[src/rtl/dp_ram_fifo_ctrl.sv]
// ---------------------------------------------------------------------------
// dp_ram_fifo_ctrl
//
// Port-side controller for a dual-port RAM. It drives the RAM write and read
// ports, which makes the RAM a single-clock FIFO with valid/ready push and
// pop handshakes. Both RAM clocks are tied to this block's clock. The RAM
// read data is registered, so a 2-entry skid buffer sits on the output. It
// holds prefetched words so the FIFO sustains one word per cycle.
//
// Optional feature, enabled by defining the macro DPRAM_FIFO_LEVEL_EN:
//   adds the registered `level` (total occupancy) and `almost_full` outputs.
//
// Ports
//   clock        in   1             single clock (also RAM write/read clock)
//   rst_n        in   1             asynchronous active-low reset
//   in_valid     in   1             push request
//   in_ready     out  1             push accept (RAM not full)
//   in_data      in   RAM_WIDTH     push data
//   out_valid    out  1             pop data available
//   out_ready    in   1             pop accept
//   out_data     out  RAM_WIDTH     head-of-FIFO data
//   write_allow  out  1             RAM write enable
//   write_addr   out  ADDR_WIDTH    RAM write address
//   write_data   out  RAM_WIDTH     RAM write data
//   read_allow   out  1             RAM read enable
//   read_addr    out  ADDR_WIDTH    RAM read address
//   read_data    in   RAM_WIDTH     RAM read data, valid 1 cycle after read_allow
//   level        out  ADDR_WIDTH+2  total occupancy      (DPRAM_FIFO_LEVEL_EN)
//   almost_full  out  1             level >= AFULL_THRESH (DPRAM_FIFO_LEVEL_EN)
// ---------------------------------------------------------------------------
module dp_ram_fifo_ctrl #(
    parameter int RAM_WIDTH    = 8,
    parameter int RAM_DEPTH    = 16,
    parameter int ADDR_WIDTH   = 4,
    parameter int AFULL_THRESH = 12
) (
    input  logic                  clock,
    input  logic                  rst_n,
    input  logic                  in_valid,
    output logic                  in_ready,
    input  logic [RAM_WIDTH-1:0]  in_data,
    output logic                  out_valid,
    input  logic                  out_ready,
    output logic [RAM_WIDTH-1:0]  out_data,
    output logic                  write_allow,
    output logic [ADDR_WIDTH-1:0] write_addr,
    output logic [RAM_WIDTH-1:0]  write_data,
    output logic                  read_allow,
    output logic [ADDR_WIDTH-1:0] read_addr,
    input  logic [RAM_WIDTH-1:0]  read_data
`ifdef DPRAM_FIFO_LEVEL_EN
    ,
    output logic [ADDR_WIDTH+1:0] level,
    output logic                  almost_full
`endif
);

    localparam int PTR_W   = ADDR_WIDTH + 1;
    localparam int LEVEL_W = ADDR_WIDTH + 2;

    // A depth that is not 2**ADDR_WIDTH would alias RAM addresses, and a
    // threshold above the total capacity could never fire. Such an instance
    // refuses every push so the misconfiguration is obvious at once.
    localparam bit CFG_OK = (RAM_DEPTH == (1 << ADDR_WIDTH)) &&
                            (AFULL_THRESH <= RAM_DEPTH + 2);

    logic [PTR_W-1:0]     wr_ptr;
    logic [PTR_W-1:0]     rd_ptr;
    logic [PTR_W-1:0]     wr_ptr_nxt;
    logic [PTR_W-1:0]     rd_ptr_nxt;
    logic                 ready_en;
    logic                 ram_empty;
    logic                 ram_full;
    logic                 pop;
    logic [2:0]           skid_demand;

    logic                 inflight;
    logic [1:0]           skid_cnt;
    logic [1:0]           skid_cnt_nxt;
    logic                 skid_hd;
    logic                 skid_tl;
    logic [RAM_WIDTH-1:0] skid_mem [2];

    // ------------------------------------------------------------------
    // Push side and RAM read issue (combinational)
    // ------------------------------------------------------------------
    assign ram_empty = (wr_ptr == rd_ptr);
    assign ram_full  = (wr_ptr[ADDR_WIDTH] != rd_ptr[ADDR_WIDTH]) &&
                       (wr_ptr[ADDR_WIDTH-1:0] == rd_ptr[ADDR_WIDTH-1:0]);

    // ready_en keeps in_ready low while reset is held. in_ready looks only at
    // RAM occupancy, so a pop while full frees space on the next cycle only.
    assign in_ready    = ready_en & ~ram_full & CFG_OK;
    assign write_allow = in_valid & in_ready;
    assign write_addr  = wr_ptr[ADDR_WIDTH-1:0];
    assign write_data  = in_data;

    assign pop = out_valid & out_ready;

    // Words already promised to the skid: those held in it plus the one in
    // flight from the RAM, less the one leaving this cycle. Issue a read only
    // if the word has a guaranteed slot.
    assign skid_demand = {1'b0, skid_cnt} + {2'b00, inflight} - {2'b00, pop};
    assign read_allow  = ~ram_empty & (skid_demand < 3'd2);
    assign read_addr   = rd_ptr[ADDR_WIDTH-1:0];

    always_comb begin
        wr_ptr_nxt   = wr_ptr;
        rd_ptr_nxt   = rd_ptr;
        skid_cnt_nxt = skid_cnt;
        if (write_allow) begin
            wr_ptr_nxt = wr_ptr + PTR_W'(1);
        end
        if (read_allow) begin
            rd_ptr_nxt = rd_ptr + PTR_W'(1);
        end
        // A capture and a pop in the same cycle leave the count unchanged.
        if (inflight && !pop) begin
            skid_cnt_nxt = skid_cnt + 2'd1;
        end else if (!inflight && pop) begin
            skid_cnt_nxt = skid_cnt - 2'd1;
        end
    end

    // ------------------------------------------------------------------
    // Control registers: pointers, in-flight flag, skid bookkeeping
    // ------------------------------------------------------------------
    always_ff @(posedge clock or negedge rst_n) begin
        if (!rst_n) begin
            wr_ptr   <= '0;
            rd_ptr   <= '0;
            inflight <= 1'b0;
            skid_cnt <= 2'd0;
            skid_hd  <= 1'b0;
            skid_tl  <= 1'b0;
            ready_en <= 1'b0;
        end else begin
            wr_ptr   <= wr_ptr_nxt;
            rd_ptr   <= rd_ptr_nxt;
            inflight <= read_allow;
            skid_cnt <= skid_cnt_nxt;
            skid_hd  <= skid_hd ^ pop;
            skid_tl  <= skid_tl ^ inflight;
            ready_en <= 1'b1;
        end
    end

    // ------------------------------------------------------------------
    // Skid storage: the RAM word is present during the inflight cycle
    // ------------------------------------------------------------------
    always_ff @(posedge clock) begin
        if (inflight) begin
            skid_mem[skid_tl] <= read_data;
        end
    end

    assign out_valid = (skid_cnt != 2'd0);
    assign out_data  = skid_mem[skid_hd];

`ifdef DPRAM_FIFO_LEVEL_EN
    logic [PTR_W-1:0]   ram_used_nxt;
    logic [LEVEL_W-1:0] level_nxt;

    // Occupancy is computed from next-state values, so the registered level
    // matches the state that the same edge produces.
    always_comb begin
        ram_used_nxt = wr_ptr_nxt - rd_ptr_nxt;
        level_nxt    = LEVEL_W'(ram_used_nxt) + LEVEL_W'(read_allow) +
                       LEVEL_W'(skid_cnt_nxt);
    end

    always_ff @(posedge clock or negedge rst_n) begin
        if (!rst_n) begin
            level       <= '0;
            almost_full <= 1'b0;
        end else begin
            level       <= level_nxt;
            almost_full <= (level_nxt >= LEVEL_W'(AFULL_THRESH));
        end
    end
`endif

endmodule

[config.mk]
export PLATFORM = sky130hd
export DESIGN_NAME = dp_ram_fifo_ctrl
export DESIGN_NICKNAME = d
export VERILOG_FILES = /design/src/rtl/dp_ram_fifo_ctrl.sv
export SDC_FILE = /design/constraint.sdc
export NUM_CORES = 1
export LEC_CHECK = 0
export ABC_AREA = 1
export CAP_MARGIN = 20
export CORE_MARGIN = 2
export CORE_UTILIZATION = 45
export CTS_BUF_LIST = sky130_fd_sc_hd__clkbuf_16
export DETAILED_ROUTE_END_ITERATION = 8
export HOLD_SLACK_MARGIN = 0.08
export PLACE_DENSITY = 0.76
export SKIP_LAST_GASP = 1
export SYNTH_ARGS = -nofsm -noshare
export SYNTH_HDL_FRONTEND = slang
export SYNTH_SLANG_ARGS = --single-unit
[constraint.sdc]
create_clock -name clock -period 2.6 [get_ports clock]
set_input_delay 0.39 -clock clock [delete_from_list [all_inputs] [get_ports clock]]
set_output_delay 0.39 -clock clock [all_outputs]
set_load 0.02 [all_outputs]
==> results, run 1 <==
- Entering global routing, the biggest net connects 17 pins.
- The mapped netlist covers 1690 um^2.
- During placement, the flow inserted port buffers numbering 31.
- The post-layout minimum cycle time is 2.72 ns.
- The TritonCTS sink count is 32.
- After synthesis the netlist holds a flip-flop and latch count of 32.
- The congestion estimate from routability-driven global placement came to slightly above 0.8.
- Dividing the detail-routed via count by the number of cells gives 4.54.
- The remaining antenna violation count is 0.
- Setup violations remaining at the end of the flow were counted as 1.
- The total chip power is ~3000 uW.
- In the final design database the tool counted 231 nets.
- Measured along the x axis, the die boundary spans about 65 um.
- The number of pins exceeding their max-slew limit in the final report was 0.
- Across the whole layout, storage elements account for approximately 880 um^2.
- The maximum cell stage delay along the critical path is 0.54 ns.
- Cell internal power was estimated by the tool at 1860 uW.
- sky130_fd_sc_hd__edfxtp_1 takes more of the synthesized area than any other cell.
- The first global-routing pass estimated 4860 um of wire.
- The number of hold buffers added after CTS is 0.
- The number of distinct library cells after synthesis is 24.
- The DRC violation count after routing is 0.
- The compound-gate portion of the synthesized area came to 0.0148.
- The final reports fail on negative setup slack.
- The area used by multi-input combinational logic is 628 um^2.
- Dividing the detail-routed wire length by the instance count gives 11.6 um.
- For the worst-skew pair, the clock arrives at the later sink with an insertion delay of 0.27 ns.
- After synthesis, the mean cell area works out to 9.94 um^2.
- The xor/xnor cell area share of the yosys netlist is 0.0563.
- The worst hold margin is 0.561 ns.
- For this configuration, the core starts out at a cell density of 0.465.
- Among all flip-flop cells after synthesis, the most frequent one is sky130_fd_sc_hd__edfxtp_1.
- The final-report hold violation count came to 0.
- Ranked by total cell area, the synthesized netlist is headed by sky130_fd_sc_hd__edfxtp_1, sky130_fd_sc_hd__dfrtp_1, sky130_fd_sc_hd__nand2_1.
- The floorplan step defined a core boundary enclosing 3630 um^2.
- The iteration-0 DRC count of the detailed router is 43.
- The master of the slowest instance on the critical path is sky130_fd_sc_hd__fa_1.
- The instance count after placement with tap cells included is ~240.
- Of the total power, the share spent switching nets is 0.382.
- The worst hold path belongs to the class in -> async.
- The wire-length estimate of the detail-placed layout is 2130 um.
- The deepest clock path buffer count is 2.
- The maximum fanout along the worst path is 2.
- The slew at the pin closest to its max-slew limit is approximately 0.75 ns.
- Yosys mapped a number of flops with a built-in enable equal to 16.
- The global router's overall resource usage is 0.155.
- Of the total power, registers draw 0.285.
- By startpoint and endpoint, the worst setup path is classified as reg -> out.
- The number of iterations in the first detailed-routing pass is 4.
- Setup repair after global routing could not meet its margin everywhere.
- The worst supply voltage drop on vdd is 0.000738 V.
- The number of H-tree levels is 2.
- 0 antenna diodes ended up in the layout.
- The nature of the critical path startpoint is a flip-flop.
- The number of buffers inserted during clock tree synthesis is 5.
- The fraction of registers with async set/reset is 0.500.
- The critical path goes through inv_2 -> nand2_2 -> nand2_2 -> inv_2 -> ha_4 -> inv_2 -> nand2_2 -> fa_1 -> o21ai_1 -> a21oi_1 -> buf_4 -> nand2_4 -> inv_4 -> buf_6.
- The leakage power figure is 0.00102 uW.
- The routed wire length is 2940 um.
- The I/O pin count is 48.
- TritonCTS built the clock tree.
- The overall overflow remaining after global route is 0.
- In this run the power density over the cells is 1350 nW/um^2.
- The CTS clock-pin slew for the worst setup and hold paths is 0.05 ns.
- The post-synthesis cell count is between 150 and 200.
- The net count of the mapped netlist is around 200.
- The switching power summed over all nets is 1150 uW.
- After filler insertion, the fill cell instance count of the layout stands at 312.
- Dividing the final minimum period by the clock period gives 1.05.
- Data on the critical path is required at its endpoint by 2.21 ns.
- The detailed-route via count is 1149.
- The die covers 4260 um^2.
- In this run the core area contains 22 standard-cell rows.
- After synthesis, the share of cell area in mux cells is 0.
- The non-filler instance count after layout is approximately 250.
- The dominant combinational cell family by area after synthesis is simple AND/OR/NAND/NOR gates.
- The share of the Yosys chip area taken by registers is 0.521.
- The worst pin sits at a relative slew slack of 0.499.
- In this design, the largest share of critical-path delay is due to adder cells.
- The number of global-route vias before repair is 1111.
- The final clock skew is 0.00359 ns.
- Across the run, the number of max-cap violations was 0.
- The critical path capture point type is a primary output.
- Of the total power, combinational logic draws 0.497.
- The adder and majority cell fraction of the synthesized area is 0.0563.
- The post-layout worst setup margin is -0.120 ns.
- The initial antenna violation count was 0.
- Of the total power, the clock network draws 0.219.
- Yosys printed 0 warnings.
- The share of the synthesized area in the top cell type is 0.284.
- The combined buffer and inverter count along the critical path is 6.
- The flow ran to the end, but the final reports show violations.
- The signed area change from the synthesized netlist to the final layout is 31.7%.
- The floorplan step set the die height to 65.3 um.
- Clock tree synthesis selected as its root buffer the cell sky130_fd_sc_hd__clkbuf_16.
- Derived from the worst setup path, the maximum achievable clock frequency is ~0.37 GHz.
- Of the total synthesized cell area, the portion taken by AND, OR, NAND and NOR gates is 0.230.
- The share of layout cells above drive strength 1 is 0.215.
- STA puts the critical path data arrival time at 2.33 ns.
==> cell usage in the layout, fill, tap and decap left out, types with 2 or more instances in the layout <==
cell type | synthesis | layout
sky130_fd_sc_hd__ha_1 | 6 | 5
sky130_fd_sc_hd__inv_1 | 14 | 11
sky130_fd_sc_hd__nand2_2 | 2 | 5
sky130_fd_sc_hd__clkdlybuf4s50_1 | 0 | 29
sky130_fd_sc_hd__clkbuf_16 | 0 | 5
sky130_fd_sc_hd__dfrtp_1 | 16 | 16
sky130_fd_sc_hd__nand2_1 | 60 | 57
sky130_fd_sc_hd__nand3_4 | 3 | 3
sky130_fd_sc_hd__nand4_1 | 5 | 5
sky130_fd_sc_hd__xor2_1 | 5 | 5
sky130_fd_sc_hd__inv_2 | 5 | 8
sky130_fd_sc_hd__buf_4 | 16 | 13
sky130_fd_sc_hd__edfxtp_1 | 16 | 16
sky130_fd_sc_hd__o21ai_1 | 2 | 3
sky130_fd_sc_hd__xnor2_1 | 4 | 4
sky130_fd_sc_hd__nand3_1 | 5 | 5
sky130_fd_sc_hd__a21oi_1 | 2 | 2
==> per-stage QoR <==
step | TNS (ns) | worst slack, ns | utilization | cell area (um^2)
detailed placement | -0.675 | -0.647 | 0.554 | 2010
finish | -0.120 | -0.120 | 0.613 | 2230
global route | -0.240 | -0.240 | 0.613 | 2230
floorplan | 0 | 0.0375 | - | 1690
CTS | -0.193 | -0.193 | 0.601 | 2180
global placement | -0.566 | -0.566 | 0.554 | 2010
==> metal layers <==
layer	share of wire	vias up	track usage
met5	0	-	0
met4	0.020	0	0.0833
met3	0.055	6	0.0582
met2	0.48	24	0.254
met1	0.45	530	0.175
li1	-	589	-
==> power by group through the flow <==
stage	Sequential [uW]	Clock [uW]	Combinational, uW
finish	855	657	1490
global route	877	697	1650
CTS	856	671	1450
detailed placement	862	0	1440
global placement	857	0	1390
floorplan	808	0	958
==> worst paths after layout <==
path | start | end | slack, ns | cells after the start
max reg2reg | skid_cnt[1] | rd_ptr[2] | 0.32 | 15
min in group clock | wr_ptr[4] | wr_ptr[4] | 0.57 | 2
max | skid_cnt[1] | read_allow | -0.12 | 14
max in group asynchronous | rst_n | skid_cnt[1] | 1.57 | 1
min | rst_n | ready_en | 0.56 | 1
min reg2reg | wr_ptr[4] | wr_ptr[4] | 0.57 | 2
==> what timing repair did <==
| item | CTS | global route |
|---|---|---|
| setup buffers | 1 | 2 |
| gates cloned | 0 | 0 |
| pin swaps | 1 | 5 |
| resized for setup | 6 | 9 |
| setup endpoints to repair | 1 | 1 |
==> kinds of logic after synthesis <==
logic type / after synthesis
buffers and inverters: 37
AOI/OAI and AO/OA: 5
and+or+nand+nor: 78
other: 1
adders and majority gates: 7
DFF: 32
xor gates and xnor gates: 10
==> registers in the layout, indices dropped and copies added (netlist names) <==
signal and flops:
ready_en 1, rd_ptr 5, skid_tl 1, inflight 1, skid_cnt 2, skid_hd 1, skid_mem 16, wr_ptr 5
==> synth_stat cells, types with 3 or more instances <==
library cell               number
sky130_fd_sc_hd__buf_4         16
sky130_fd_sc_hd__dfrtp_1       16
sky130_fd_sc_hd__edfxtp_1      16
sky130_fd_sc_hd__ha_1           6
sky130_fd_sc_hd__inv_1         14
sky130_fd_sc_hd__inv_2          5
sky130_fd_sc_hd__nand2_1       60
sky130_fd_sc_hd__nand3_1        5
sky130_fd_sc_hd__nand3_4        3
sky130_fd_sc_hd__nand4_1        5
sky130_fd_sc_hd__xnor2_1        4
sky130_fd_sc_hd__xor2_1         5
==> area by class of cell <==
class / count / area share
clock buffers: 5 / 0.0562
clock inverters: 3 / 0.0191
inverters: 20 / 0.0349
multi-input cells: 101 / 0.282
flip-flops and latches: 32 / 0.396
well taps: 48 / 0.0270
repair buffers: 44 / 0.185
Power figures use the tool's default switching activity.
==> inputs of run 2 (changes only) <==
==> constraint.sdc (replaced) <==
create_clock -name clock -period 3.23 [get_ports clock]
set_input_delay 0.4845 -clock clock [delete_from_list [all_inputs] [get_ports clock]]
set_output_delay 0.4845 -clock clock [all_outputs]
set_load 0.02 [all_outputs]
==> results, run 2 (synthesis results as in run 1) <==
- The largest net degree at the start of global routing is 17 (unchanged).
- The final clock skew came to 0.00566 ns (+0.00207 ns).
- The remaining antenna violation count is 0 (unchanged).
- The nature of the critical path startpoint is a primary input.
- The worst hold path terminates at skid_cnt[0].
- The CTS clock-pin slew for the worst setup and hold paths is 0.05 ns (about the same).
- The setup violation total in the final timing report is 0 (-1).
- The number of H-tree levels is 2 (unchanged).
- Setup repair after global routing left no endpoint under its margin.
- The wire length of the first global-routing pass is 4640 um (-4.4%).
- The maximum fanout along the worst path is 2 (unchanged).
- The worst setup path is of the in -> out kind.
- The wire length per cell after detailed routing came to 11.1 um (-4.3%).
- The required time of the worst setup path is 2.75 ns (+0.54 ns).
- The number of buffers inserted by port buffering is 31 (unchanged).
- The arrival time of data at the critical path endpoint is 2.47 ns (+0.14 ns).
- The I/O pin count was 48 (unchanged).
- The TritonCTS sink count is 32 (unchanged).
- The most common cell after layout, fill and taps aside is sky130_fd_sc_hd__nand2_1.
- The tightest slew margin relative to the limit is 0.517 (+0.0182).
- The critical path capture point type is a primary output.
- The deepest clock path buffer count is 2 (unchanged).
- The overall overflow remaining after global route is 0 (unchanged).
- In this run the most critical hold path is launched from skid_cnt[0].
- The area used by multi-input combinational logic is 608 um^2 (-3.2%).
- The iteration-0 DRC count of the detailed router came to 12 (-72%).
- The instance area after placement is 1970 um^2 (-1.9%).
- The storage element area is 881 um^2 (unchanged).
- The DRC violation count after routing is 0 (unchanged).
- The number of vias per cell after detailed routing is 4.58 (+0.93%).
- The signed area change from the synthesized netlist to the final layout is 26.1%.
- The most utilized layer in the global route result is met2.
- The row count came to 22 (unchanged).
- Counting instances, the worst hold path has a depth of 1.
- The initial antenna violation count was 0 (unchanged).
- The class of the tightest hold or removal check is reg -> reg.
- TritonCTS built the clock tree.
- The worst hold margin is 0.488 ns (-0.0730 ns).
- The register with the most flip-flops is skid_mem.
- The number of filler instances in the final layout is 326 (+4.5%).
- The flip-flop count of the largest register after layout is 16 (unchanged).
- The count of antenna diodes in the layout was 0 (unchanged).
- The area inside the core boundary came to 3630 um^2 (unchanged).
- The worst supply voltage drop on vdd is 0.000611 V (-17%).
- The met3 track demand over resource in global routing is 0.0634 (+0.00514).
- The routed wire length is 2720 um (-7.3%).
- The max-capacitance violation count came to 0 (unchanged).
- The routing usage on met2 came to 0.232 (-0.0217).
- The starting utilization of the core area is 0.465 (unchanged).
- The detailed-route via count is 1123 (-2.3%).
- The final-report hold violation count came to 0 (unchanged).
- The die boundary width is 65.3 um (unchanged).
- In the layout the commonest cells are sky130_fd_sc_hd__nand2_1, sky130_fd_sc_hd__clkdlybuf4s50_1, sky130_fd_sc_hd__dfrtp_1, sky130_fd_sc_hd__edfxtp_1, sky130_fd_sc_hd__inv_1.
- The endpoint identified for the worst register-to-register timing path is rd_ptr[2].
- The routability congestion estimate from global placement is 0.805 (about the same).
- The global router's overall resource usage is 0.148 (-0.00730).
- The number of pins exceeding their max-slew limit in the final report is 0 (unchanged).
- Traced cell by cell, the critical path runs through clkdlybuf4s50_1 -> nand2_1 -> inv_1 -> ha_1 -> inv_1 -> nand2_1 -> fa_1 -> o21ai_0 -> a21oi_1 -> buf_4 -> nand2_4 -> inv_4 -> clkbuf_2.
- The maximum cell stage delay along the critical path is 0.48 ns (-0.06 ns).
- The run finished with clean final reports.
- Among cell families on the critical path, the largest total delay comes from buffers and inverters.
- The combined buffer and inverter count along the critical path is 6 (unchanged).
- The number of nets in the layout came to 223 (-3.5%).
- The number of iterations in the first detailed-routing pass is 4 (unchanged).
- The cell sitting at the root of the clock tree is a sky130_fd_sc_hd__clkbuf_16.
- The top achievable clock speed is 0.338 GHz.
- The die area was 4260 um^2 (unchanged).
- The worst-case register-to-register setup slack was 0.86 ns (+0.54 ns).
- The floorplan die height was 65.3 um (unchanged).
- The master of the slowest instance on the critical path is sky130_fd_sc_hd__fa_1.
- In this run the critical register-to-register path is launched from skid_cnt[1].
- The slew at the pin closest to its max-slew limit came to 0.722 ns (-0.0272 ns).
- The depth of the worst register-to-register path is 15 (unchanged).
- The clock latency on the worst-skew pair is 0.27 ns (about the same).
- The post-detailed-placement half-perimeter wirelength is 2000 um (-6.1%).
- The leakage power figure is 0.000977 uW (-4.6%).
- The final cell area excluding filler cells was 2130 um^2 (-4.2%).
- The number of buffers inserted during clock tree synthesis came to 5 (unchanged).
- For the finished layout, the period the worst path requires is slightly below 3 ns.
- The met1 track utilization from global routing came to 0.175 (-0.000677).
- The ratio of final minimum period to clock period is 0.916.
- The largest registers in the layout are skid_mem x16, rd_ptr x5, wr_ptr x5.
- The total power per unit cell area is 1060 nW/um^2 (-21%).
- The share of layout cells above drive strength 1 came to 0.137 (-0.0776).
- The number of global-route vias before repair is 1075 (-3.2%).
run 2: final cells by class:
class	instances	area share
sequential	32	0.413
multi-input combinational	101	0.285
timing repair buffer	36	0.161
clock buffer	5	0.0587
inverter	20	0.0364
tap	48	0.0282
clock inverter	3	0.0176
run 2: report_power, final:
part / internal (uW) / switching, uW / leakage (uW)
registers: 561 / 130 / 0.000347
clock network: 357 / 149 / 0.0000789
logic: 485 / 583 / 0.000551
total: 1400 / 862 / 0.000977
run 2: routing by layer:
layer	share of wire	vias to the layer above	wire length [um]
met5	0	-	0
met4	0.023	0	63
met3	0.072	6	196
met2	0.46	27	1260
met1	0.44	515	1210
li1	-	575	-
run 2: worst register-to-register path, stage by stage (launching register included):
cell	delay [ns]
sky130_fd_sc_hd__dfrtp_1	0.42
sky130_fd_sc_hd__inv_1	0.11
sky130_fd_sc_hd__nand2_1	0.07
sky130_fd_sc_hd__nand2_1	0.08
sky130_fd_sc_hd__inv_1	0.05
sky130_fd_sc_hd__ha_1	0.26
sky130_fd_sc_hd__inv_1	0.05
sky130_fd_sc_hd__nand2_1	0.06
sky130_fd_sc_hd__fa_1	0.48
sky130_fd_sc_hd__o21ai_0	0.09
sky130_fd_sc_hd__a21oi_1	0.13
sky130_fd_sc_hd__buf_4	0.14
sky130_fd_sc_hd__nand2_4	0.06
sky130_fd_sc_hd__buf_4	0.15
sky130_fd_sc_hd__nand2_1	0.05
sky130_fd_sc_hd__o21ai_1	0.06
run 2: stage by stage:
step / cells / worst slack [ns] / setup TNS, ns / utilization / total power [uW]
2_1_floorplan: 170 / 0.573 / 0 / - / 1420
3_3_place_gp: 237 / -0.129 / -0.129 / 0.543 / 1760
3_5_place_dp: 237 / -0.165 / -0.165 / 0.543 / 1790
4_1_cts: 245 / 0.0927 / 0 / 0.588 / 2300
5_1_grt: 245 / 0.128 / 0 / 0.587 / 2430
6_report: 245 / 0.271 / 0 / 0.587 / 2260
run 2: what timing repair did:
action / 4_1_cts / 5_1_grt
hold buffers: 0 / 0
endpoints found under the setup margin: 1 / 1
resized for setup: 1 / 2
buffers inserted: 0 / 0
run 2: worst max-delay path by stage:
stage	start	endpoint	slack [ns]	cells after the start
floorplan	skid_cnt[1]	read_allow	0.57	12
CTS	out_ready	read_allow	0.09	13
finish	out_ready	read_allow	0.27	13
global placement	out_ready	read_allow	-0.13	13
detailed placement	out_ready	read_allow	-0.16	13
global route	skid_cnt[1]	read_allow	0.13	14
